## src/rtl/ctrl_pkg.sv

```systemverilog
// Shared encodings for the control sequencer: instruction ids, datapath
// select values and the sequencer state type.
package ctrl_pkg;

    localparam logic [7:0] ID_BR_LO = 8'h04;
    localparam logic [7:0] ID_BR_HI = 8'h08;
    localparam logic [7:0] ID_CLI   = 8'h0A;
    localparam logic [7:0] ID_IN    = 8'h11;
    localparam logic [7:0] ID_LD    = 8'h19;
    localparam logic [7:0] ID_OUT   = 8'h29;
    localparam logic [7:0] ID_POP   = 8'h2A;
    localparam logic [7:0] ID_PUSH  = 8'h2B;
    localparam logic [7:0] ID_RCALL = 8'h2C;
    localparam logic [7:0] ID_RET   = 8'h2D;
    localparam logic [7:0] ID_RETI  = 8'h2E;
    localparam logic [7:0] ID_RJMP  = 8'h2F;
    localparam logic [7:0] ID_SEI   = 8'h32;
    localparam logic [7:0] ID_ST    = 8'h38;

    localparam logic [2:0] ADDR_Y     = 3'd0;
    localparam logic [2:0] ADDR_ARG2  = 3'd1;
    localparam logic [2:0] ADDR_SP    = 3'd2;
    localparam logic [2:0] ADDR_SP_PI = 3'd3;
    localparam logic [2:0] ADDR_SREG  = 3'd4;

    localparam logic [2:0] DATA_RD1  = 3'd0;
    localparam logic [2:0] DATA_PC_L = 3'd1;
    localparam logic [2:0] DATA_PC_H = 3'd2;
    localparam logic [2:0] DATA_SREG = 3'd3;
    localparam logic [2:0] DATA_PC_X = 3'd4;

    localparam logic [1:0] PC_SEL_VEC = 2'd0;
    localparam logic [1:0] PC_SEL_BR  = 2'd1;
    localparam logic [1:0] PC_SEL_REL = 2'd2;
    localparam logic [1:0] PC_SEL_POP = 2'd3;

    typedef enum logic [1:0] {
        ST_IDLE = 2'd0,
        ST_EXEC = 2'd1,
        ST_IRQ  = 2'd2
    } state_e;

    // Return-address pushes go out low byte first.
    function automatic logic [2:0] push_data_sel(input int step);
        case (step)
            0:       return DATA_PC_L;
            1:       return DATA_PC_H;
            default: return DATA_PC_X;
        endcase
    endfunction

endpackage

```

## src/rtl/ctrl_step_decode.sv

```systemverilog
// Combinational decode of sequencer state/step/instruction into datapath
// selects and strobes. Outputs depend only on registered sequencer state.
module ctrl_step_decode
    import ctrl_pkg::*;
#(
    parameter int PC_BYTES = 2,
    parameter int ID_W     = 8,
    parameter int STEP_W   = 2
) (
    input  logic [1:0]          state,
    input  logic [ID_W-1:0]     instr,
    input  logic [STEP_W-1:0]   step,
    input  logic                last,
    output logic [2:0]          mm_addr_sel,
    output logic [2:0]          mm_data_sel,
    output logic                mm_we,
    output logic                sp_dec,
    output logic                sp_inc,
    output logic [PC_BYTES-1:0] pc_byte_we,
    output logic                pc_load,
    output logic [1:0]          pm_pc_new_sel,
    output logic                irq_ack,
    output logic                i_set,
    output logic                i_clr
);

    logic is_irq;
    logic is_exec;
    logic is_rcall;
    logic is_ret;

    always_comb begin
        mm_addr_sel   = ADDR_Y;
        mm_data_sel   = DATA_RD1;
        mm_we         = 1'b0;
        sp_dec        = 1'b0;
        sp_inc        = 1'b0;
        pc_byte_we    = '0;
        pc_load       = 1'b0;
        pm_pc_new_sel = PC_SEL_VEC;
        irq_ack       = 1'b0;
        i_set         = 1'b0;
        i_clr         = 1'b0;

        is_irq   = (state == ST_IRQ);
        is_exec  = (state == ST_EXEC);
        is_rcall = is_exec && (instr == ID_W'(ID_RCALL));
        is_ret   = is_exec && ((instr == ID_W'(ID_RET)) || (instr == ID_W'(ID_RETI)));

        if (is_irq || is_rcall) begin
            if (last) begin
                pc_load = 1'b1;
                if (is_irq) begin
                    pm_pc_new_sel = PC_SEL_VEC;
                    irq_ack       = 1'b1;
                    i_clr         = 1'b1;
                end else begin
                    pm_pc_new_sel = PC_SEL_REL;
                end
            end else begin
                mm_addr_sel = ADDR_SP;
                mm_data_sel = push_data_sel(int'(step));
                mm_we       = 1'b1;
                sp_dec      = 1'b1;
            end
        end else if (is_ret) begin
            if (last) begin
                pc_load       = 1'b1;
                pm_pc_new_sel = PC_SEL_POP;
                i_set         = (instr == ID_W'(ID_RETI));
            end else begin
                // Pops arrive high byte first, so the staging lane counts down.
                mm_addr_sel = ADDR_SP_PI;
                sp_inc      = 1'b1;
                for (int i = 0; i < PC_BYTES; i++) begin
                    pc_byte_we[i] = (i == PC_BYTES - 1 - int'(step));
                end
            end
        end else if (is_exec) begin
            case (instr)
                ID_W'(ID_PUSH): begin
                    mm_addr_sel = ADDR_SP;
                    mm_data_sel = DATA_RD1;
                    mm_we       = 1'b1;
                    sp_dec      = 1'b1;
                end
                ID_W'(ID_POP): begin
                    mm_addr_sel = ADDR_SP_PI;
                    sp_inc      = 1'b1;
                end
                ID_W'(ID_LD): mm_addr_sel = ADDR_Y;
                ID_W'(ID_ST): begin
                    mm_addr_sel = ADDR_Y;
                    mm_we       = 1'b1;
                end
                ID_W'(ID_IN): mm_addr_sel = ADDR_ARG2;
                ID_W'(ID_OUT): begin
                    mm_addr_sel = ADDR_ARG2;
                    mm_we       = 1'b1;
                end
                ID_W'(ID_CLI), ID_W'(ID_SEI): begin
                    mm_addr_sel = ADDR_SREG;
                    mm_data_sel = DATA_SREG;
                    mm_we       = 1'b1;
                end
                ID_W'(ID_RJMP): begin
                    pc_load       = 1'b1;
                    pm_pc_new_sel = PC_SEL_REL;
                end
                default: begin
                    if (instr >= ID_W'(ID_BR_LO) && instr <= ID_W'(ID_BR_HI)) begin
                        pc_load       = 1'b1;
                        pm_pc_new_sel = PC_SEL_BR;
                    end
                end
            endcase
        end
    end

endmodule

```

## src/rtl/control_sequencer.sv

```systemverilog
// Multi-cycle AVR control sequencer: accepts decoded instructions, runs the
// call/return/interrupt-entry stack sequences and stalls fetch meanwhile.
module control_sequencer
    import ctrl_pkg::*;
#(
    parameter int PC_BYTES = 2,
    parameter int ID_W     = 8,
    parameter int STEP_W   = 2
) (
    input  logic                clk,
    input  logic                reset,
    input  logic                instr_valid,
    input  logic [ID_W-1:0]     instruction_id,
    output logic                instr_ready,
    input  logic                irq_req,
    input  logic                i_flag,
    output logic                irq_ack,
    output logic                busy,
    output logic [2:0]          mm_addr_sel,
    output logic [2:0]          mm_data_sel,
    output logic                mm_we,
    output logic                sp_dec,
    output logic                sp_inc,
    output logic [PC_BYTES-1:0] pc_byte_we,
    output logic                pc_load,
    output logic [1:0]          pm_pc_new_sel,
    output logic                i_set,
    output logic                i_clr
);

    localparam logic [STEP_W:0] LEN_ONE = (STEP_W+1)'(1);
    localparam logic [STEP_W:0] LEN_SEQ = (STEP_W+1)'(PC_BYTES + 1);

    state_e              state_q, state_d;
    logic [STEP_W-1:0]   step_q, step_d;
    logic [ID_W-1:0]     instr_q, instr_d;
    logic [STEP_W:0]     len_q, len_d;

    logic active;
    logic last;
    logic bad_step;
    logic open_slot;
    logic take_irq;
    logic accept;
    logic multi;

    always_comb begin
        active    = (state_q != ST_IDLE);
        last      = active && ({1'b0, step_q} == len_q - LEN_ONE);
        bad_step  = active && ({1'b0, step_q} >= len_q);
        open_slot = !active || last;
        take_irq  = irq_req & i_flag & open_slot;
        instr_ready = open_slot & !take_irq;
        accept    = instr_valid & instr_ready;
        busy      = active & !last;
        multi     = (instruction_id == ID_W'(ID_RCALL)) ||
                    (instruction_id == ID_W'(ID_RET))   ||
                    (instruction_id == ID_W'(ID_RETI));

        state_d = state_q;
        step_d  = active ? step_q + 1'b1 : '0;
        instr_d = instr_q;
        len_d   = len_q;

        // An out-of-range step can only come from corruption; park safely.
        if (bad_step) begin
            state_d = ST_IDLE;
            step_d  = '0;
        end else if (take_irq) begin
            state_d = ST_IRQ;
            step_d  = '0;
            len_d   = LEN_SEQ;
        end else if (accept) begin
            state_d = ST_EXEC;
            step_d  = '0;
            instr_d = instruction_id;
            len_d   = multi ? LEN_SEQ : LEN_ONE;
        end else if (last) begin
            state_d = ST_IDLE;
            step_d  = '0;
        end
    end

    always_ff @(posedge clk) begin
        if (reset) begin
            state_q <= ST_IDLE;
            step_q  <= '0;
            instr_q <= '0;
            len_q   <= LEN_ONE;
        end else begin
            state_q <= state_d;
            step_q  <= step_d;
            instr_q <= instr_d;
            len_q   <= len_d;
        end
    end

    ctrl_step_decode #(
        .PC_BYTES (PC_BYTES),
        .ID_W     (ID_W),
        .STEP_W   (STEP_W)
    ) u_decode (
        .state         (state_q),
        .instr         (instr_q),
        .step          (step_q),
        .last          (last),
        .mm_addr_sel   (mm_addr_sel),
        .mm_data_sel   (mm_data_sel),
        .mm_we         (mm_we),
        .sp_dec        (sp_dec),
        .sp_inc        (sp_inc),
        .pc_byte_we    (pc_byte_we),
        .pc_load       (pc_load),
        .pm_pc_new_sel (pm_pc_new_sel),
        .irq_ack       (irq_ack),
        .i_set         (i_set),
        .i_clr         (i_clr)
    );

endmodule

```

## config.mk

```make
export PLATFORM = sky130hd
export DESIGN_NAME = control_sequencer
export DESIGN_NICKNAME = d
export VERILOG_FILES = /design/src/rtl/ctrl_pkg.sv /design/src/rtl/ctrl_step_decode.sv /design/src/rtl/control_sequencer.sv
export SDC_FILE = /design/constraint.sdc
export NUM_CORES = 1
export LEC_CHECK = 0
export ABC_CLOCK_PERIOD_IN_PS = 2810
export CORE_UTILIZATION = 47
export DETAILED_ROUTE_END_ITERATION = 7
export PLACE_DENSITY = 0.8
export SETUP_SLACK_MARGIN = 0.15
export SLEW_MARGIN = 25
export SYNTH_ARGS = -nofsm -noshare
export SYNTH_HDL_FRONTEND = slang
export SYNTH_SLANG_ARGS = --single-unit
export TNS_END_PERCENT = 50
```

## constraint.sdc

```tcl
create_clock -name clk -period 2.81 [get_ports clk]
set_input_delay 0.843 -clock clk [delete_from_list [all_inputs] [get_ports clk]]
set_output_delay 0.843 -clock clk [all_outputs]
set_load 0.005 [all_outputs]
```

==> results.toml <==
[run_status]
outcome = "finished, violations left"
violations = "setup timing"

[die]
rows = 17
core_area_mm2 = 0.00219
ios = 32
start_util_pct = 49.7
die_x_um = 50.1
design.die.area_mm2 = 0.00251
die_y_um = 50.1

[layout]
diodes = 0
n_fill_cell = 165
synthToLayoutAreaGrowth_pct = 54.3
seqCellArea_um2 = 264
num-nets-final = 213
layout.cells.non_filler = 222
multi_input_area_um2 = 837
final_util_pct = 76.6
drive_gt1_share_pct = 38.1

[timing]
rsz0062_at_grt = "true"
maxSlewHeadroom_pct = 71.9
fmax_ghz = 0.340
worst_pin_slew_ps = 420
hold_viol = 0
setup_viol = 11
setup_tns_ps = -822
slew_viol_final = 0
period_needed_ps = 2950
finalCritPeriodShare_pct = 105
finClkSkew_ps = 7.42
fin_ws_ps = -135
timing.hold.ws_ps = 493

[setup_path]
critPathArrivalTime_ps = 2100
critPathKind = "reg -> out"
r2r-start = "len_q[1]"
cpPeakStageDelay_ps = 530
crit_top_cell = "buf_6"
cp_max_fo = 4
r2r_end = "len_q[1]"
cp.required_ps = 1970
slowest_stage = "or4b_4"
reg2reg_depth = 8
start_kind = "flip-flop"
cp_top_family = "simple AND/OR/NAND/NOR gates"
path_cells = "or4b_4 > buf_6 > nor4_4 > or2_4 > buf_6 > buf_6 > a211o_1 > buf_2"
ff2ff_setup_slack_ps = 910
cp-end-kind = "output port"
crit_buf_inv = 4

[power_and_ir_drop]
finalPower_mw = 0.510
power_density_mw_per_mm2 = 304
ir_drop_v = 0.000249
cellLeakagePower_nw = 0.714

[synthesis]
synth_nets = 157
synth_compound_area_share_pct = 28.7
netlist_top_cells_area = "dfxtp_1 (24%), a21oi_1 (6.9%), ha_1 (5.7%)"
synth_edf_count = 0
yosysSeqAreaShare_pct = 23.9
synth-simple-area-share_pct = 34.0
async_reset_ff_share_pct = 0
syn-instance-count = 139
synth.cell_area_mm2 = 0.00109
synth.area.mux_share_pct = 0
ys_types = 45
synth_top_area_share_pct = 23.9
ys_seq_elements = 13
yosys.area.top_type = "dfxtp_1"
synth_top_family_by_area = "simple AND/OR/NAND/NOR gates"
ys_warn_count = 0
synthXorXnorAreaFrac_pct = 0
synth_fa_ha_area_share_pct = 6.67
synth_area_per_cell_um2 = 7.83
synth_flop_cell = "dfxtp_1"

[placed_design]
dp_cells = 206
place_hpwl_um = 2190
placement.io_buffers = 31
place_congestion = 0.847

[flow_run]
max_cap_violations = 0

[detailed_routing]
wl_per_cell_um = 14.5
route.vias.total = 1292
dr.pass1.iters = 4
routed_wl_um = 3220
ant_nets = 0
vias_per_cell = 5.82
drtIter0Drc = 61
drc = 0

[cts]
htreeDepth = 1
clkLatencyLatePin_ps = 290
clockBufferDepth = 2
cts_tree = "done"
path_clk_slew_ps = 80
clock_sinks = 13
numCtsBuffers = 3
clockRootBuffer = "clkbuf_4"

[global_routing]
grt_pass1_wl_um = 5240
overflow = 0
antenna_found_initial = 0
grt_max_degree = 21
globalRouteTotalUtil_pct = 27.3
grt_pass1_vias = 1234

[min_path]
holdPathStages = 2
hold_class = "reg -> reg"
hold_end = "instr_q[7]"
hold_start = "instr_q[7]"
## routing by layer
layer	global-route usage, %	part of all wire [%]	wire length, um	up-vias
met5	0	0	0	-
met4	15.2	4.0	128	0
met3	2.78	6.5	208	15
met2	48.9	51	1640	68
met1	30.7	39	1240	586
li1	-	-	-	623
## area by class of cell
| class | count | area share [%] |
|---|---|---|
| clock buffer | 4 | 1.56 |
| inverter | 7 | 1.56 |
| multi-input combinational | 108 | 49.9 |
| sequential | 13 | 15.7 |
| tap | 28 | 2.09 |
| timing repair buffer | 62 | 29.2 |
## flip-flops by register name, indices dropped and copies added (netlist names)
name     cells
step_q       2
len_q        1
state_q      2
instr_q      8
## worst register-to-register path, cell delays in order (launching register included)
cell and delay [ps]:
dfxtp_2 320, inv_2 40, ha_4 230, buf_4 140
a21oi_1 160, nor2_1 70, buf_4 200, or3_1 350
a221oi_1 280
## kinds of logic (layout without fill, tap and decap cells)
| family | count (synthesis) | after routing |
|---|---|---|
| and+or+nand+nor | 55 | 55 |
| AOI/OAI and AO/OA | 47 | 47 |
| buffers and inverters | 18 | 73 |
| DFF | 13 | 13 |
| adders and majority gates | 6 | 6 |
## worst max-delay path by stage
stage          depth (start not counted)              to  slack (ps)       start
2_1_floorplan                          6  mm_addr_sel[0]         260    len_q[1]
4_1_cts                                8  mm_addr_sel[1]        -180  instr_q[7]
5_1_grt                                8  mm_addr_sel[1]        -210  state_q[1]
3_3_place_gp                           6         pc_load        -110  state_q[1]
6_report                               8  mm_addr_sel[1]        -140  state_q[1]
3_5_place_dp                           6         pc_load        -150  state_q[1]
## synthesized netlist by cell type, types with 2 or more instances
master,n
a21o_1,2
nand2b_1,4
or4b_1,2
or3b_1,7
o21a_1,3
ha_1,5
a21oi_1,15
and3b_1,2
nor2b_1,4
a211o_1,2
dfxtp_1,13
clkbuf_1,9
nor2_1,11
inv_1,7
o21ai_1,4
or3_1,2
nor3_1,4
nand2_1,7
o21ai_0,10
## power breakdown
part / switching, mW / total, mW / internal (mW)
logic: 0.0907 / 0.188 / 0.0978
registers: 0.00976 / 0.206 / 0.196
clock network: 0.0608 / 0.116 / 0.0552
## cell usage in the layout (no fill, tap or decap), drive strengths merged, types with 2 or more instances in the layout
cell type,n
a211o,2
a211oi,2
a21o,2
a21oi,15
and3b,2
buf,46
clkbuf,4
clkdlybuf4s50,12
dfxtp,13
dlygate4sd2,4
ha,5
inv,7
nand2,7
nand2b,4
nor2,11
nor2b,4
nor3,4
nor4,2
nor4b,2
o21a,3
o21ai,14
or2,2
or3,2
or3b,8
or4b,2
## metrics by stage
stage / instance area [um2] / setup slack, ps
2_1_floorplan: 1090 / 261
3_3_place_gp: 1530 / -107
3_5_place_dp: 1530 / -153
4_1_cts: 1670 / -182
5_1_grt: 1680 / -209
6_report: 1680 / -135
## what timing repair did
| item | CTS | global route |
|---|---|---|
| setup endpoints to repair | 19 | 15 |
| gates resized for setup | 80 | 9 |
| cloned | 0 | 0 |
| pin swaps | 13 | 10 |
| setup buffers | 12 | 0 |
| hold buffers | 0 | 0 |
Power figures use the tool's default switching activity.
